===== config.mk =====
export PLATFORM = sky130hd
export DESIGN_NAME = memory
export DESIGN_NICKNAME = d
export VERILOG_FILES = /design/src/rtl/memory.sv
export SDC_FILE = /design/constraint.sdc
export NUM_CORES = 1
export LEC_CHECK = 0
export BUFFER_PORTS_ARGS = -buffer_cell sky130_fd_sc_hd__buf_2
export CAP_MARGIN = 5
export CORE_UTILIZATION = 30
export CTS_BUF_LIST = sky130_fd_sc_hd__clkbuf_8
export CTS_CLUSTER_SIZE = 20
export DETAILED_ROUTE_END_ITERATION = 12
export MAX_ROUTING_LAYER = met4
export SYNTH_ARGS = -nofsm -noshare
export SYNTH_HDL_FRONTEND = slang
export SYNTH_SLANG_ARGS = --single-unit
export TNS_END_PERCENT = 1

===== constraint.sdc =====
create_clock -name clk -period 4.48 [get_ports clk]
set_input_delay 0.448 -clock clk [delete_from_list [all_inputs] [get_ports clk]]
set_output_delay 0.448 -clock clk [all_outputs]
set_load 0.005 [all_outputs]

===== src/rtl/memory.sv =====
// ============================================================================
// Module   : memory
// Summary  : Single-port register-file memory with an IDLE/ACCESS/DONE
//            sequencer and a registered one-cycle ready pulse per request.
// Revision : 1.0 - initial release
// ============================================================================
`default_nettype none

module memory #(
  parameter int ADDR_WIDTH = 4,
  parameter int DATA_WIDTH = 8
) (
  input  logic                  clk,
  input  logic                  reset,
  input  logic                  read,
  input  logic                  write,
  input  logic [ADDR_WIDTH-1:0] addr,
  input  logic [DATA_WIDTH-1:0] din,
  output logic [DATA_WIDTH-1:0] dout,
  output logic                  ready
);

  localparam int DEPTH = 2 ** ADDR_WIDTH;

  localparam logic [1:0] ST_IDLE   = 2'd0;
  localparam logic [1:0] ST_ACCESS = 2'd1;
  localparam logic [1:0] ST_DONE   = 2'd2;

  localparam logic OP_RD = 1'b0;
  localparam logic OP_WR = 1'b1;

  logic [1:0]            state_q, state_d;
  logic [ADDR_WIDTH-1:0] addr_q,  addr_d;
  logic [DATA_WIDTH-1:0] din_q,   din_d;
  logic                  op_q,    op_d;
  logic [DATA_WIDTH-1:0] dout_q,  dout_d;
  logic                  ready_q, ready_d;
  logic [DATA_WIDTH-1:0] mem_q [DEPTH];
  logic [DATA_WIDTH-1:0] mem_d [DEPTH];

  always_comb begin
    state_d = state_q;
    addr_d  = addr_q;
    din_d   = din_q;
    op_d    = op_q;
    dout_d  = dout_q;
    ready_d = 1'b0;
    mem_d   = mem_q;

    case (state_q)
      // DONE accepts a new request exactly like IDLE, giving a 2-cycle cadence
      ST_IDLE, ST_DONE: begin
        if (write || read) begin
          addr_d  = addr;
          din_d   = din;
          op_d    = write ? OP_WR : OP_RD;
          state_d = ST_ACCESS;
        end else begin
          state_d = ST_IDLE;
        end
      end
      ST_ACCESS: begin
        if (op_q == OP_WR) begin
          mem_d[addr_q] = din_q;
        end else begin
          dout_d = mem_q[addr_q];
        end
        ready_d = 1'b1;
        state_d = ST_DONE;
      end
      default: begin
        state_d = ST_IDLE;
      end
    endcase
  end

  always_ff @(posedge clk) begin
    if (!reset) begin
      state_q <= ST_IDLE;
      addr_q  <= '0;
      din_q   <= '0;
      op_q    <= OP_RD;
      dout_q  <= '0;
      ready_q <= 1'b0;
      mem_q   <= '{default: '0};
    end else begin
      state_q <= state_d;
      addr_q  <= addr_d;
      din_q   <= din_d;
      op_q    <= op_d;
      dout_q  <= dout_d;
      ready_q <= ready_d;
      mem_q   <= mem_d;
    end
  end

  assign dout  = dout_q;
  assign ready = ready_q;

endmodule

`default_nettype wire


==> results.yml, run 1 <==
synth:
  syn_avg_cell_area_um2: 11.09
  synth_fa_ha_area_share_pct: 0
  synth_top_family_by_area: "multiplexers"
  synth_mux_area_share_pct: 28.88
  synth_xor_area_share_pct: 0
  netlist_area_um2: 6889
  yosysWarnings: 0
  ys_ff_latch: 152
  yosysSeqAreaShare_pct: 44.17
  yosys.area_share.simple_pct: 18.18
  yosysUniqueCellTypes: 33
  synth_compound_area_share_pct: 5.031
  syn_inst: 621
  syn-num-nets: 637
timing:
  fmax_mhz: 396.5
  drv_slew: 0
  finalHoldViolCount: 0
  rsz0062_at_grt: "false"
  min_period_ns: 2.522
  worstMarginPinSlew_ns: 1.120
  finClkSkew_ns: 0.01111
  relSlewSlack_pct: 25.14
  setup_violations: 0
  setup_tns_ns: 0
  fin_crit_sh_pct: 56.30
floorplanning:
  core-area_um2: 22570
  io_pins: 25
  initial_core_util_pct: 30.52
  rows: 55
  dieArea_um2: 23570
  die_height_um: 153.5
  dieWidth_um: 153.5
setup_path:
  critPathRequiredTime_ns: 4.84
  worstSetupPathType: "reg2reg"
  cp_slowest_stage_delay_ns: 0.88
  worstPathArrival_ns: 2.88
  reg2reg_setup_slack_ns: 1.96
  cp_top_family: "simple AND/OR/NAND/NOR gates"
  crit_chain: "nand3b_1 > or4_1 > mux2i_1 > nor2b_1"
  path_max_fanout: 15
  critPathCaptureType: "register"
  start_kind: "register"
  path_buf_inv: 0
  cpMaxStageDelayCell: "or4_1"
power:
  leakagePower_nw: 2.730
  power_switching_mw: 0.6628
  power.share.clock_pct: 44.3
  power_frac_comb_pct: 5.3
  ir_drop_v: 0.0001778
  switching_share_pct: 23.53
  seq_power_share_pct: 50.4
  p_per_area_nw_per_um2: 369.9
  power.internal_mw: 2.154
placed_design:
  portBuffers: 24
  place.gp.congestion: 0.7216
  dp_hpwl_mm: 9.682
  placed_area_um2: 7134
job:
  drv_cap: 0
cells_and_area:
  area_growth_syn_to_layout_pct: 10.55
  fillCellCount: 2276
  final_area_um2: 7616
  diodes: 0
  drive_above_1_share_pct: 15.87
  nets: 627
clock_tree:
  root_buffer: "clkbuf_8"
  clkLatencyLatePin_ns: 0.46
  cts_buffers: 17
  clock_path_buffers: 2
  postCtsSetupBuffers: 0
  cts_resized: 0
  htree_levels: 4
  cts_tree: "built"
  cts.sinks: 152
  clk_pin_slew_ns: 0.08
  hold_buffers: 0
global_route:
  grt_pass1_vias: 4296
  grt_overflow_total: 0
  grt_max_degree: 122
  grtUsageTotal_pct: 14.41
  grt_pass1_wl_mm: 24.93
  antenna_found_initial: 0
hold_path:
  hp-class: "in2reg"
routing:
  wl_mm: 15.58
  wl_per_cell_um: 17.14
  drtPass1Iterations: 4
  drc: 0
  vias_per_cell: 4.689
  detail-route-antenna-nets: 0
  drtIter0Drc: 221
  num_vias: 4262
status:
  outcome: "finished clean"
[layout make-up]
cell class / instances / area (µm²) / share of cell area (%)
well taps: 285 / 356.6 / 4.682
clock buffers: 21 / 289.0 / 3.795
clock inverters: 11 / 192.7 / 2.530
multi-input cells: 413 / 3588 / 47.12
repair buffers: 27 / 145.1 / 1.906
flip-flops and latches: 152 / 3044 / 39.97
[per-layer routing]
layer  track usage, %  share of wire, %  vias up  wire (µm)
met3            3.072               5.1       20        799
met4            5.667               2.1        0        320
li1                 -                 -     2140          -
met5                -                 0        -          0
met2            20.13                42       83       6581
met1            20.10                51     2019       7880
[state kept, by name (all words and copies together), names as in the netlist]
name and count:
state_q 2, addr_q 4, op_q 1, din_q 8, ready 1, dout 8
mem_q 128
[Yosys cell counts]
master    instances  area share (%)
dfxtp_1         152              44
or3b_2            2            0.25
a31oi_1           1           0.091
a211oi_1          8            0.87
buf_2            13            0.94
clkbuf_2          1           0.073
buf_1             2            0.11
nor2_1            3            0.16
a22oi_1           7            0.76
nor4_4            1            0.31
a21boi_0         12             1.3
nand2b_1          3            0.27
and2_1            2            0.18
nor3_4            9             2.1
or4_1             1            0.11
nand2_1          25             1.4
or3_1             3            0.27
nand3b_1          3            0.33
a21oi_1           8            0.58
mux2i_1         147              21
or4_4             2            0.33
buf_6             4            0.65
o211ai_1          1            0.11
nor2b_1         130              12
clkbuf_1         36             2.0
nor3b_1           1            0.11
or3b_1            1            0.13
or2_2             1           0.091
o21ai_0           8            0.58
o22ai_1           8            0.73
nand2_2           1           0.091
mux4_2           23             7.5
and3b_1           2            0.25
[stage by stage]
step / util (%) / worst slack, ns / hold WS [ns] / std cells / total power, mW
after global placement: 31.61 / 1.978 / 0.4908 / 877 / 1.604
after detailed placement: 31.61 / 1.972 / 0.5003 / 877 / 1.605
after floorplan: - / 2.618 / 0.4768 / 621 / 1.549
after CTS: 33.74 / 1.951 / 0.2107 / 909 / 2.843
after global routing: 33.74 / 1.796 / 0.2256 / 909 / 2.925
final: 33.74 / 1.958 / 0.2341 / 909 / 2.817
[path summary, 6_finish.rpt]
path	endpoint	depth (start not counted)	from
max	mem_q[104]$_SDFFE_PN0P_	4	addr_q[1]$_SDFFE_PN0P_
min	din_q[6]$_SDFFE_PN0P_	3	din[6]
max reg2reg	mem_q[104]$_SDFFE_PN0P_	4	addr_q[1]$_SDFFE_PN0P_
min reg2reg	mem_q[96]$_SDFFE_PN0P_	2	mem_q[96]$_SDFFE_PN0P_
[power by group through the flow]
stage / logic (mW) / registers [mW] / clock network, mW
floorplan: 0.142 / 1.41 / 0
global placement: 0.153 / 1.45 / 0
detailed placement: 0.153 / 1.45 / 0
CTS: 0.154 / 1.42 / 1.27
global route: 0.165 / 1.43 / 1.33
finish: 0.151 / 1.42 / 1.25
[worst register-to-register path: stages (launching register included)]
cell,delay (ns)
dfxtp_2,0.62
nand3b_1,0.61
or4_1,0.88
mux2i_1,0.24
nor2b_1,0.07
[cells in the final DEF (no fill, tap or decap), types with 2 or more instances in the layout]
cell type / synthesis / final
bufinv_16: 0 / 5
nand2_1: 25 / 25
mux4_2: 23 / 23
dfxtp_1: 152 / 151
o21ai_0: 8 / 8
a22oi_1: 7 / 7
or4_4: 2 / 2
a211oi_1: 8 / 8
nor2b_1: 130 / 130
nor2_1: 3 / 3
a21boi_0: 12 / 12
or3b_2: 2 / 2
or3_1: 3 / 3
nand3b_1: 3 / 3
clkbuf_8: 0 / 21
nor3_4: 9 / 9
mux2i_1: 147 / 147
and3b_1: 2 / 2
clkinvlp_4: 0 / 5
nand2b_1: 3 / 3
o22ai_1: 8 / 8
buf_2: 13 / 23
and2_1: 2 / 2
a21oi_1: 8 / 8
buf_4: 0 / 4
[cell families (layout without fill, tap and decap cells)]
group / count (synthesis) / after routing
and+or+nand+nor: 190 / 190
muxes: 170 / 170
DFF: 152 / 152
buffers and inverters: 56 / 59
AOI/OAI and AO/OA: 53 / 53
Power figures use the tool's default switching activity.
==> inputs of run 2 (changes only) <==
clock period = 2.3 ns   (was 4.48 ns; I/O delays follow)
==> results.yml, run 2 (synthesized netlist as in run 1, its figures left out) <==
floorplanning:
  dieArea_um2: 23570
  rows: 55
  io_pins: 25
  die_height_um: 153.5
  initial_core_util_pct: 30.52
  core-area_um2: 22570
  dieWidth_um: 153.5
clock_tree:
  root_buffer: "clkbuf_8"
  cts.sinks: 152
  cts_buffers: 17
  htree_levels: 4
  clock_path_buffers: 2
  cts_resized: 0
  cts_tree: "built"
  clkLatencyLatePin_ns: 0.46
  clk_pin_slew_ns: 0.08
power:
  switching_share_pct: 24.53
  finalPower_mw: 5.146
  seq_power_share_pct: 53.5
  leakagePower_nw: 2.888
  power.share.clock_pct: 39.7
  p_per_area_nw_per_um2: 656.7
  power_switching_mw: 1.263
  ir_drop_v: 0.0004203
  power.internal_mw: 3.883
  power_frac_comb_pct: 6.8
global_route:
  grt_overflow_total: 0
  grt_max_degree: 51
  grt_pass1_wl_mm: 25.36
  grtUsageTotal_pct: 14.70
  grt_pass1_vias: 4318
  antenna_found_initial: 0
timing:
  worstMarginPinSlew_ns: 0.8517
  drv_slew: 0
  fin_crit_sh_pct: 87.86
  setup_violations: 0
  rsz0062_at_grt: "false"
  fmax_mhz: 494.9
  finalHoldViolCount: 0
  min_period_ns: 2.021
  worst_slack_ns: 0.2793
  finClkSkew_ns: 0.009597
  setup_tns_ns: 0
  relSlewSlack_pct: 43.14
status:
  outcome: "finished clean"
setup_path:
  start_kind: "register"
  critPathRequiredTime_ns: 2.66
  path_max_fanout: 8
  worstPathArrival_ns: 2.38
  worstSetupPathType: "reg2reg"
  critPathCaptureType: "register"
placed_design:
  portBuffers: 24
  dp_slack_ns: 0.2657
  place.gp.congestion: 0.7306
  dp_hpwl_mm: 10.35
routing:
  drc: 0
  vias_per_cell: 4.703
  drtIter0Drc: 242
  drtPass1Iterations: 4
  num_vias: 4435
  wl_per_cell_um: 17.02
  wl_mm: 16.05
  detail-route-antenna-nets: 0
cells_and_area:
  top_register: "mem_q"
  drive_above_1_share_pct: 18.54
  fillCellCount: 2305
  final_cell_mix: "151 x dfxtp_1, 147 x mux2i_1, 130 x nor2b_1, 28 x buf_4, 25 x nand2_1"
  area_growth_syn_to_layout_pct: 13.75
  nets: 662
  postLayoutCoreUtil_pct: 34.72
  final_common_cell: "dfxtp_1"
  diodes: 0
  largest_reg_flops: 128
hold_path:
  hp-class: "in2reg"
job:
  drv_cap: 0
## run 2: cell types whose count changed in the layout (fill, tap and decap cells not counted)
cell,delta
buf_4,+24
dlygate4sd3_1,+9
bufinv_16,-3
clkinv_2,+3
clkinvlp_4,-3
buf_12,+2
inv_1,+2
## run 2: stage by stage
| stage | instance area [µm²] | hold WS, ns | std cells |
|---|---|---|---|
| 2_1_floorplan | 6889 | 0.3749 | 621 |
| 3_3_place_gp | 7355 | 0.4847 | 903 |
| 3_5_place_dp | 7355 | 0.4896 | 903 |
| 4_1_cts | 7836 | 0.004743 | 943 |
| 5_1_grt | 7836 | 0.01765 | 943 |
| 6_report | 7836 | 0.02839 | 943 |
## run 2: power by group through the flow
| stage | combinational, mW | sequential [mW] | clock [mW] |
|---|---|---|---|
| finish | 0.349 | 2.76 | 2.04 |
| CTS | 0.351 | 2.76 | 2.09 |
| global route | 0.376 | 2.77 | 2.20 |
| floorplan | 0.277 | 2.74 | 0 |
| detailed placement | 0.338 | 2.82 | 0 |
| global placement | 0.337 | 2.82 | 0 |
## run 2: routing by layer
layer,vias to the layer above,GRT usage [%],wire [µm],part of all wire [%]
met2,85,21.41,7152,45
met1,2127,19.84,8004,50
met4,0,5.571,218,1.4
met5,-,-,0,0
li1,2206,-,-,-
met3,17,3.185,676,4.2
## run 2: layout make-up
| cell class | count | area, µm² | share of cell area, % |
|---|---|---|---|
| Clock buffer | 21 | 289.0 | 3.688 |
| Tap cell | 285 | 356.6 | 4.551 |
| Clock inverter | 10 | 102.6 | 1.309 |
| Sequential cell | 152 | 3044 | 38.85 |
| Timing Repair Buffer | 62 | 455.4 | 5.812 |
| Multi-Input combinational cell | 413 | 3588 | 45.79 |
## run 2: path summary, 6_finish.rpt
path | startpoint | endpoint | slack, ns | cells after the start
worst max-delay path | state_q[0]$_SDFF_PN0_ | mem_q[89]$_SDFFE_PN0P_ | 0.28 | 4
worst min-delay path | addr[0] | addr_q[0]$_SDFFE_PN0P_ | 0.03 | 3
worst max register to register | state_q[0]$_SDFF_PN0_ | mem_q[89]$_SDFFE_PN0P_ | 0.28 | 4
worst min register to register | mem_q[75]$_SDFFE_PN0P_ | mem_q[75]$_SDFFE_PN0P_ | 0.52 | 2
## run 2: what timing repair did
item                       CTS  global route
setup endpoints to repair    0             0
hold buffers                 9             0
hold endpoints to repair     9             0
buffers inserted             0             0
## run 2: worst max-delay path, cell delays in order (launching register included)
cell,delay (ns)
dfxtp_1,0.43
or3b_1,0.52
or3_1,0.66
mux2i_1,0.24
nor2b_1,0.06
